**src/rtl/quadrature_decoder.sv**
```systemverilog
// Quadrature decoder: synchronizes an asynchronous A/B pair, decodes Gray-code
// transitions into cw/ccw step pulses and keeps a wrapping signed position count.
module quadrature_decoder #(
  parameter int unsigned SYNC_STAGES = 2,
  parameter int unsigned COUNT_WIDTH = 16
) (
  input  logic                   clk,
  input  logic                   rst_n,
  input  logic                   A,
  input  logic                   B,
  input  logic                   clear,
  output logic                   step_cw,
  output logic                   step_ccw,
  output logic                   dir,
  output logic [COUNT_WIDTH-1:0] position,
  output logic                   error
);

  localparam int unsigned QW = 2;

  logic [SYNC_STAGES-1:0] r_a_sync;
  logic [SYNC_STAGES-1:0] r_b_sync;
  logic [QW-1:0]          r_prev;
  logic [QW-1:0]          w_cur;
  logic                   w_is_cw;
  logic                   w_is_ccw;
  logic                   w_is_err;

  logic                   r_step_cw;
  logic                   r_step_ccw;
  logic                   r_dir;
  logic [COUNT_WIDTH-1:0] r_position;
  logic                   r_error;

  assign w_cur = {r_a_sync[SYNC_STAGES-1], r_b_sync[SYNC_STAGES-1]};

  // Synchronizer chains and previous-quadrant register; reset quadrant is 00.
  always_ff @(posedge clk or negedge rst_n) begin
    if (!rst_n) begin
      r_a_sync <= '0;
      r_b_sync <= '0;
      r_prev   <= '0;
    end else begin
      r_a_sync <= {r_a_sync[SYNC_STAGES-2:0], A};
      r_b_sync <= {r_b_sync[SYNC_STAGES-2:0], B};
      r_prev   <= w_cur;
    end
  end

  // Transition classifier over {prev, cur}; cw order is 00 -> 10 -> 11 -> 01.
  always_comb begin
    w_is_cw  = 1'b0;
    w_is_ccw = 1'b0;
    w_is_err = 1'b0;
    case ({r_prev, w_cur})
      4'b00_10, 4'b10_11, 4'b11_01, 4'b01_00: w_is_cw  = 1'b1;
      4'b00_01, 4'b01_11, 4'b11_10, 4'b10_00: w_is_ccw = 1'b1;
      4'b00_11, 4'b11_00, 4'b10_01, 4'b01_10: w_is_err = 1'b1;
      default: ;
    endcase
  end

  // Registered outputs; clear wins over count and error updates but not pulses/dir.
  always_ff @(posedge clk or negedge rst_n) begin
    if (!rst_n) begin
      r_step_cw  <= 1'b0;
      r_step_ccw <= 1'b0;
      r_dir      <= 1'b0;
      r_position <= '0;
      r_error    <= 1'b0;
    end else begin
      r_step_cw  <= w_is_cw;
      r_step_ccw <= w_is_ccw;
      if (w_is_cw) begin
        r_dir <= 1'b1;
      end else if (w_is_ccw) begin
        r_dir <= 1'b0;
      end
      if (clear) begin
        r_position <= '0;
        r_error    <= 1'b0;
      end else begin
        if (w_is_cw) begin
          r_position <= r_position + COUNT_WIDTH'(1);
        end else if (w_is_ccw) begin
          r_position <= r_position - COUNT_WIDTH'(1);
        end
        if (w_is_err) begin
          r_error <= 1'b1;
        end
      end
    end
  end

  assign step_cw  = r_step_cw;
  assign step_ccw = r_step_ccw;
  assign dir      = r_dir;
  assign position = r_position;
  assign error    = r_error;

endmodule

```
**config.mk**
```make
export PLATFORM = sky130hd
export DESIGN_NAME = quadrature_decoder
export DESIGN_NICKNAME = d
export VERILOG_FILES = /design/src/rtl/quadrature_decoder.sv
export SDC_FILE = /design/constraint.sdc
export NUM_CORES = 1
export LEC_CHECK = 0
export BUFFER_PORTS_ARGS = -buffer_cell sky130_fd_sc_hd__buf_4
export CAP_MARGIN = 20
export CORE_AREA = 2 2 76 78
export DETAILED_ROUTE_END_ITERATION = 10
export DIE_AREA = 0 0 78 80
export MAX_ROUTING_LAYER = met4
export SYNTH_ARGS = -nofsm -noshare
export SYNTH_HDL_FRONTEND = slang
export SYNTH_SLANG_ARGS = --single-unit
```
**constraint.sdc**
```tcl
create_clock -name clk -period 8.8 [get_ports clk]
set_input_delay 0.44 -clock clk [delete_from_list [all_inputs] [get_ports clk]]
set_output_delay 0.44 -clock clk [all_outputs]
set_load 0.005 [all_outputs]
```
==> results of run 1 <==
[final timing paths]
check | startpoint | endpoint | slack [ps] | depth (start not counted)
max reg2reg | r_b_sync[1] | position[10] | 5510 | 9
min | rst_n | position[11] | 60 | 1
max in group asynchronous | rst_n | position[1] | 8490 | 1
min reg2reg | r_b_sync[0] | r_b_sync[1] | 360 | 0
min in group clk | B | r_b_sync[0] | 260 | 1
max | r_b_sync[1] | position[10] | 5510 | 9
[worst register-to-register path, cell delays in order, from the launching register on]
cell       delay [ps]
dfrtp_1           440
xnor2_1           270
and2_1            300
inv_1             310
ha_1              470
a21o_1            230
or3_2             440
o21ai_1           280
nor4_1             90
a2111oi_1         340
[cell usage in the layout (no fill, tap or decap), drive strengths merged, types with 2 or more instances in the layout]
| cell | instances |
|---|---|
| xnor2 | 6 |
| mux2i | 2 |
| nor2 | 18 |
| xor2 | 6 |
| nor2b | 5 |
| a21o | 9 |
| clkbuf | 3 |
| nor4 | 2 |
| o21a | 2 |
| nand3 | 5 |
| o21ai | 10 |
| a221o | 2 |
| nand4 | 2 |
| nand2 | 9 |
| inv | 6 |
| dfrtp | 26 |
| nor3b | 3 |
| o311ai | 2 |
| a21oi | 15 |
| a22o | 3 |
| o31ai | 2 |
| buf | 26 |
| a211oi | 4 |
| nor3 | 8 |
| nand3b | 2 |
| ha | 14 |
[final cells by class]
cell class                      instances  area [sq um]
Clock buffer                            3         41.29
Clock inverter                          1         30.03
Fill cell                             543          3292
Inverter                                6         22.52
Multi-Input combinational cell        152          1084
Sequential cell                        26         650.6
Tap cell                               72         90.09
Timing Repair Buffer                   26         195.2
[flip-flops by register name, summed over array words and instances, names as in the netlist]
signal / flops
step_cw: 1
r_a_sync: 2
error: 1
r_b_sync: 2
position: 16
r_prev: 2
dir: 1
step_ccw: 1
[cell usage after synthesis (3+ instances only)]
cell type  count  area share, %
o21ai_0        9            2.5
a22o_1         3            1.5
buf_2          3           0.84
nand3_1        5            1.4
inv_1          6            1.3
nor2b_1        5            1.8
nor2_1        18            3.8
clkbuf_1       4           0.84
a21oi_1       15            4.2
dfrtp_1       26             36
nor3_1         8            2.2
a211oi_1       4            1.7
xor2_1         5            2.5
nor3b_1        3            1.3
ha_1          14            9.8
xnor2_1        6            2.9
nand2_1        9            1.9
a21o_1         9            3.8
[metal layers]
layer | vias up | global-route usage, % | share of wire, %
met3 | 4 | 1.923 | 3.0
met2 | 27 | 24.74 | 47
met5 | - | - | 0
met1 | 754 | 19.07 | 49
met4 | 0 | 4.386 | 0.83
li1 | 758 | - | -
[logic make-up (layout without fill, tap and decap cells)]
kind of cell	after synthesis	after routing	share of synthesized area, %
xor+xnor	12	12	6.303
mux	3	3	1.961
simple gates	61	61	17.44
flops	26	26	36.41
fa+ha+maj	15	15	10.92
buf+inv	13	36	2.941
compound gates	61	61	24.02
[metrics by stage]
step                total power, mW  util (%)  instances  cell area [sq um]  setup WS, ps
finish                       0.7310     39.10        286               2113          5514
global route                 0.7995     39.10        286               2113          5184
global placement             0.6255     37.78        282               2042          5618
detailed placement           0.6271     37.78        282               2042          5499
floorplan                    0.4994         -        191               1787          5797
CTS                          0.7340     39.10        286               2113          5486
[where the power goes]
| part | leakage, nW | internal, mW | switching, mW | total [mW] |
|---|---|---|---|---|
| registers | 0.331 | 0.152 | 0.0305 | 0.182 |
| clock network | 0.0357 | 0.0609 | 0.0427 | 0.104 |
| logic | 0.636 | 0.209 | 0.236 | 0.445 |
==> metrics, run 1 <==
status=finished, final reports clean; fin crit share=37.34%; Resize count post-CTS=0; Die Area=between 6000 and 7000 sq um; Skew-Pair Late Insertion Delay=280 ps; Buffers on Ports=24; register area share after synthesis=36.41%; P_leak=between 1 and 1.5 nW; final setup vio count=0; flops & latches, synth=26; Initial Util=33.06%; slowest stage delay, CP=460 ps; Longest Clk Path Bufs=2; gr usage total=between 10% and 20%; unrepaired setup endpoints after global routing=false; GPL Wtd Cong=0.8415; initial antenna violation count=0; Tightest Pin Transition=between 600 and 700 ps; Worst Path Buf+Inv=1; CTS tree=yes; ys flop type=dfrtp_1; mapped cell area=1787 sq um; warnings from Yosys=0; clock root buffer=clkbuf_8; drt first pass iters=4; Top Ports=25; wire per inst=about 15 microns; Reg clk slew, reported paths=100 ps; worst endpoint required time=8950 ps; min Tclk post-route=about 3300 ps; largest net degree at the start of global routing=27; placeable core region=5405 sq um; max_cap viols=0; Hold Buf Count CTS=0; hold_ws=56.98 ps; share of cells above drive strength 1=16.82%; Layout Nets=235; DR vias=approximately 1500; Mean Syn Cell Area=9.355 sq um; crit path cell chain=xnor2_1 -> and2_1 -> inv_1 -> ha_1 -> a21o_1 -> or3_2 -> o21ai_1 -> nor4_1 -> a2111oi_1; first-pass GRT wire length=7293 microns; Critical-path top delay cell=ha_1; Max Clk Rate=304.3 MHz; vias in the first global route=around 1600; EDFF count, synth=0; Layout area overhead=18.28%; diode count=0; Die Span Y=80 microns; Syn Nets=211; clk_skew=~6.7 ps; drt first-iter violations=118; WS Path Type=reg2reg; Hold/Removal Path Class=in2async; Worst Path Arrival=3440 ps; GRT overflow=0; clk sinks=26; # Post-CTS Setup Buffers=0; H-Tree Depth=1; Relative slew margins=59.19%; Peak VDD IR=114.9 uV; Synth cell types=50; Top delay family on crit path=compound AO/OA/AOI/OAI gates; Row Count=27; CTS buffer count=3; Final Hold Violating Endpoints=0; DR vias/cell=roughly 5.4; # DRC=0; TNS Setup=0 ps; share of flip-flops with an asynchronous set or reset=100.0%; DP HPWL=3110 microns; Startpoint Class=register; WL final=4217 microns; post-synthesis cell count=between 150 and 200; critical path fanouts, max=14; Final ANT Viol Nets=0; pwr dens=345.9 nW/um^2; die width=78 microns; Crit. End Element=register; Slew Limit Fails=0
(Power assumes the default switching activity.)
==> run 2, diff against run 1 <==
Clock period 8.8 ns to 3.4 ns, I/O delays scaled along.
==> run 2 against run 1 <==
  * Count of clock-buffer cells in the layout unchanged
  * Die area unchanged
  * Sequential power grew to 2.6 times the previous value
  * Clock skew is 3.3 ps lower
  * Combinational power rose to 2.7 times the previous value
  * First-iteration DRC count shrank 29%
  * Final cell count up 3.8%
  * Highest routed layer unchanged
==> metrics, run 2 (synthesis results as in run 1) <==
Relative slew margins=60.47%; placeable core region=5405 sq um; Startpoint Class=register; vias in the first global route=1520; clock root buffer=clkbuf_8; Peak VDD IR=305.6 uV; status=finished, final reports clean; min Tclk post-route=3200 ps; commonest non-fill, non-tap cell in the layout=buf_4; Skew-Pair Late Insertion Delay=~280 ps; Reg clk slew, reported paths=100 ps; post-layout util=41.00%; DR vias=1567; final setup vio count=0; fin crit share=94.11%; drt first-iter violations=84; Tightest Pin Transition=585.5 ps; DR vias/cell=5.276; Buffers on Ports=24; clk sinks=26; diode count=0; largest net degree at the start of global routing=27; Final Hold Violating Endpoints=0; DP HPWL=3153 microns; P_leak=roughly 1.1 nW; WL final=4274 microns; FF-to-FF Start=r_prev[0]; Worst Path Arrival=3370 ps; CTS buffer count=3; Row Count=27; # DRC=0; Slew Limit Fails=0; Initial Util=33.06%; GPL Wtd Cong=0.8783; Layout area overhead=24.02%; most frequent cells in the layout=buf_4 (34), dfrtp_1 (26), nor2_1 (18); GRT overflow=0; wire per inst=14.39 microns; initial antenna violation count=0; Crit. End Element=register; die width=78 microns; CTS tree=yes; Layout Nets=246; Die Span Y=80 microns; Max Clk Rate=312.5 MHz; H-Tree Depth=1; Top Ports=25; Final ANT Viol Nets=0; pwr dens=~870 nW/um^2; gr usage total=14.56%; max_cap viols=0; Hold/Removal Path Class=in2reg; Longest Clk Path Bufs=2; critical path fanouts, max=8; worst endpoint required time=3570 ps; drt first pass iters=4; sequential cell area=~650 sq um; clk_skew=approximately 3.4 ps; first-pass GRT wire length=7003 microns; Min-Delay Startpoint=clear; combined area of the multi-input logic cells=1092 sq um; unrepaired setup endpoints after global routing=false; FILL cells=531; Critical path origin=r_prev[0]; WS Path Type=reg2reg; max FFs per register=16; TNS Setup=0 ps; share of cells above drive strength 1=a little over a fifth; Die Area=6240 sq um
## run 2: timing repair
item                                    CTS  global route
buffers inserted                          0             5
endpoints found under the setup margin    0             5
hold buffers                              3             0
hold endpoints to repair                 28             0
gates resized for setup                   0             3
## run 2: per-layer routing
metal	GRT usage [%]	vias to the layer above	share of wire [%]
met5	-	-	0
met4	3.509	0	0.63
met3	2.828	2	3.6
met2	24.57	34	48
met1	18.09	752	48
li1	-	779	-
## run 2: power by group
part	leakage (nW)	internal [mW]	switching (mW)
clock network	0.0357	0.158	0.109
registers	0.331	0.393	0.0758
logic	0.685	0.567	0.621
total	1.05	1.12	0.806
## run 2: layout make-up
class                   count  area share, %
flip-flops and latches     26          29.36
clock inverters             1          1.355
well taps                  72          4.065
inverters                   6          1.186
clock buffers               3          1.863
multi-input cells         152          49.29
repair buffers             37          12.87
## run 2: through the flow
stage | power, mW | hold slack, ps | worst slack (ps) | cells | instance area, sq um
floorplan | 1.292 | -125.6 | 397.3 | 191 | 1787
global placement | 1.642 | 110.1 | 229.4 | 285 | 2064
detailed placement | 1.643 | 114.0 | 132.1 | 285 | 2064
CTS | 1.921 | 242.8 | 123.6 | 292 | 2166
global route | 2.090 | 261.0 | 3.608 | 297 | 2216
finish | 1.923 | 251.0 | 200.3 | 297 | 2216
## run 2: path summary, 6_finish.rpt
check / to / slack (ps) / cells after the start
min in group asynchronous: position[5] / 330 / 2
setup / recovery: position[13] / 200 / 11
hold reg to reg: r_b_sync[1] / 360 / 0
max in group asynchronous: position[15] / 2810 / 2
hold / removal: position[4] / 250 / 2
setup reg to reg: position[13] / 200 / 11
## run 2: critical path: stages (launching register included)
cell        delay, ps
dfrtp_1           450
xor2_2            240
and2_2            270
clkinvlp_4        200
buf_4             200
ha_1              350
a21oi_1           240
o21ai_0           140
a221o_1           370
a21oi_1           210
o31ai_1           100
a221o_1           320
==> run 3, diff against run 2 <==
Settings changed: CORE_AREA 2 2 76 78 to 2 2 65 67, DIE_AREA 0 0 78 80 to 0 0 67 69, PLACE_DENSITY from default to 0.66.
==> run 3 against run 2 <==
  * Final cell count shrank 8.8%
  * Clock power shrank 1%
  * First-iteration DRC count rose by 12%
  * Critical path type unchanged
==> metrics, run 3 (synthesis results as in run 1) <==
Max Clk Rate=321.7 MHz; DR vias/cell=~5.8; Die Span Y=69 microns; Slew Limit Fails=0; unrepaired setup endpoints after global routing=false; DP HPWL=3180 microns; clk sinks=26; Initial Util=45.65%; Row Count=23; slowest stage delay, CP=430 ps; vias in the first global route=roughly 1600; switching part of the total=42.20%; Pint=about 1.1 mW; crit path cell chain=xor2_1 -> and2_2 -> clkinvlp_4 -> buf_4 -> ha_1 -> a21o_1 -> o32a_1 -> o311ai_2 -> mux2i_1 -> a211o_1 -> mux2_4; critical path fanouts, max=8; Startpoint Class=register; H-Tree Depth=1; Tightest Pin Transition=578.1 ps; Top delay family on crit path=compound AO/OA/AOI/OAI gates; final setup vio count=0; status=finished, final reports clean; Worst Path Arrival=3280 ps; CTS tree=yes; die width=67 microns; Peak VDD IR=446.6 uV; Skew-Pair Late Insertion Delay=~270 ps; hold_ws=259.0 ps; Crit. End Element=register; Die Area=4623 sq um; TNS Setup=0 ps; DR vias=1575; Worst Path Buf+Inv=2; commonest non-fill, non-tap cell in the layout=buf_4; share of cells above drive strength 1=19.00%; Top Ports=25; Longest Clk Path Bufs=2; DP Area=just over 2000 sq um; worst endpoint required time=3570 ps; Hold/Removal Path Class=in2reg; clk_skew=about 3.1 ps; combined area of the multi-input logic cells=1085 sq um; WL final=4386 microns; Final ANT Viol Nets=0; largest net degree at the start of global routing=27; clock root buffer=clkbuf_8; FILL cells=~380; wire per inst=16.18 microns; min Tclk post-route=~3100 ps; post-layout util=54.96%; placeable core region=3914 sq um; first-pass GRT wire length=~7300 microns; max FFs per register=16; drt first pass iters=4; gr usage total=a little over a fifth; Sequential Power Share=24.2%; most frequent cells in the layout=buf_4 (30), dfrtp_1 (26), nor2_1 (18); diode count=0; CTS buffer count=3; sequential cell area=650.6 sq um; Relative slew margins=61.18%; P_leak=between 1 and 1.5 nW; Final Hold Violating Endpoints=0; GRT overflow=0; Gate power share=between 60 and 70%; Layout area overhead=20.38%; Psw=812.4 uW; max_cap viols=0; GPL Wtd Cong=between 0.9 and 1; part of the power in the clock network=between 10 and 15%; drt first-iter violations=94; design area=2151 sq um; Critical-path top delay cell=dfrtp_1; Layout Nets=242; # DRC=0; pwr dens=895.0 nW/um^2; fin crit share=between 90% and 100%; initial antenna violation count=0; Reg clk slew, reported paths=100 ps; Buffers on Ports=24; WS Path Type=reg2reg
## run 3: cell count changes in the layout (fill, tap and decap cells not counted)
cell / delta
buf_4: -4
xor2_2: -1
o311ai_0: -1
xor2_1: +1
o311ai_1: +1
## run 3: power by group through the flow
stage	clock [mW]	sequential, mW	combinational [mW]
after global routing	0.283	0.479	1.32
final	0.263	0.467	1.20
after global placement	0	0.470	1.14
after CTS	0.268	0.467	1.18
after floorplan	0	0.466	0.827
after detailed placement	0	0.474	1.17
## run 3: routing by layer
metal / vias up / wire length, microns / track usage (%)
met2: 34 / 2137 / 33.00
met5: - / 0 / -
met3: 6 / 155 / 2.447
met4: 0 / 54 / 6.576
li1: 768 / - / -
met1: 767 / 2039 / 27.58
## run 3: per-stage QoR
stage / power (mW) / worst slack [ps] / std cells
2_1_floorplan: 1.292 / 397.3 / 191
3_3_place_gp: 1.607 / 217.8 / 261
3_5_place_dp: 1.641 / 150.8 / 261
4_1_cts: 1.913 / 94.53 / 268
5_1_grt: 2.081 / 59.31 / 271
6_report: 1.925 / 291.1 / 271
## run 3: worst paths after layout
path	start	to	slack, ps	depth (start not counted)
max in group asynchronous	rst_n	r_prev[1]	2820	2
worst max register to register	r_prev[0]	position[15]	290	11
worst min register to register	r_b_sync[0]	r_b_sync[1]	360	0
worst max-delay path	r_prev[0]	position[15]	290	11
min in group asynchronous	rst_n	position[8]	320	2
worst min-delay path	clear	position[4]	260	2
## run 3: timing repair
item,in CTS,in global routing
setup endpoints to repair,0,7
resized for setup,0,3
hold buffers,3,0
endpoints found under the hold margin,28,0
buffers inserted,0,2
## run 3: cell type report
type                            instances  share of cell area [%]
Clock buffer                            3                   1.920
Clock inverter                          1                   1.396
Inverter                                6                   1.222
Multi-Input combinational cell        152                   50.44
Sequential cell                        26                   30.25
Tap cell                               50                   2.909
Timing Repair Buffer                   33                   11.87
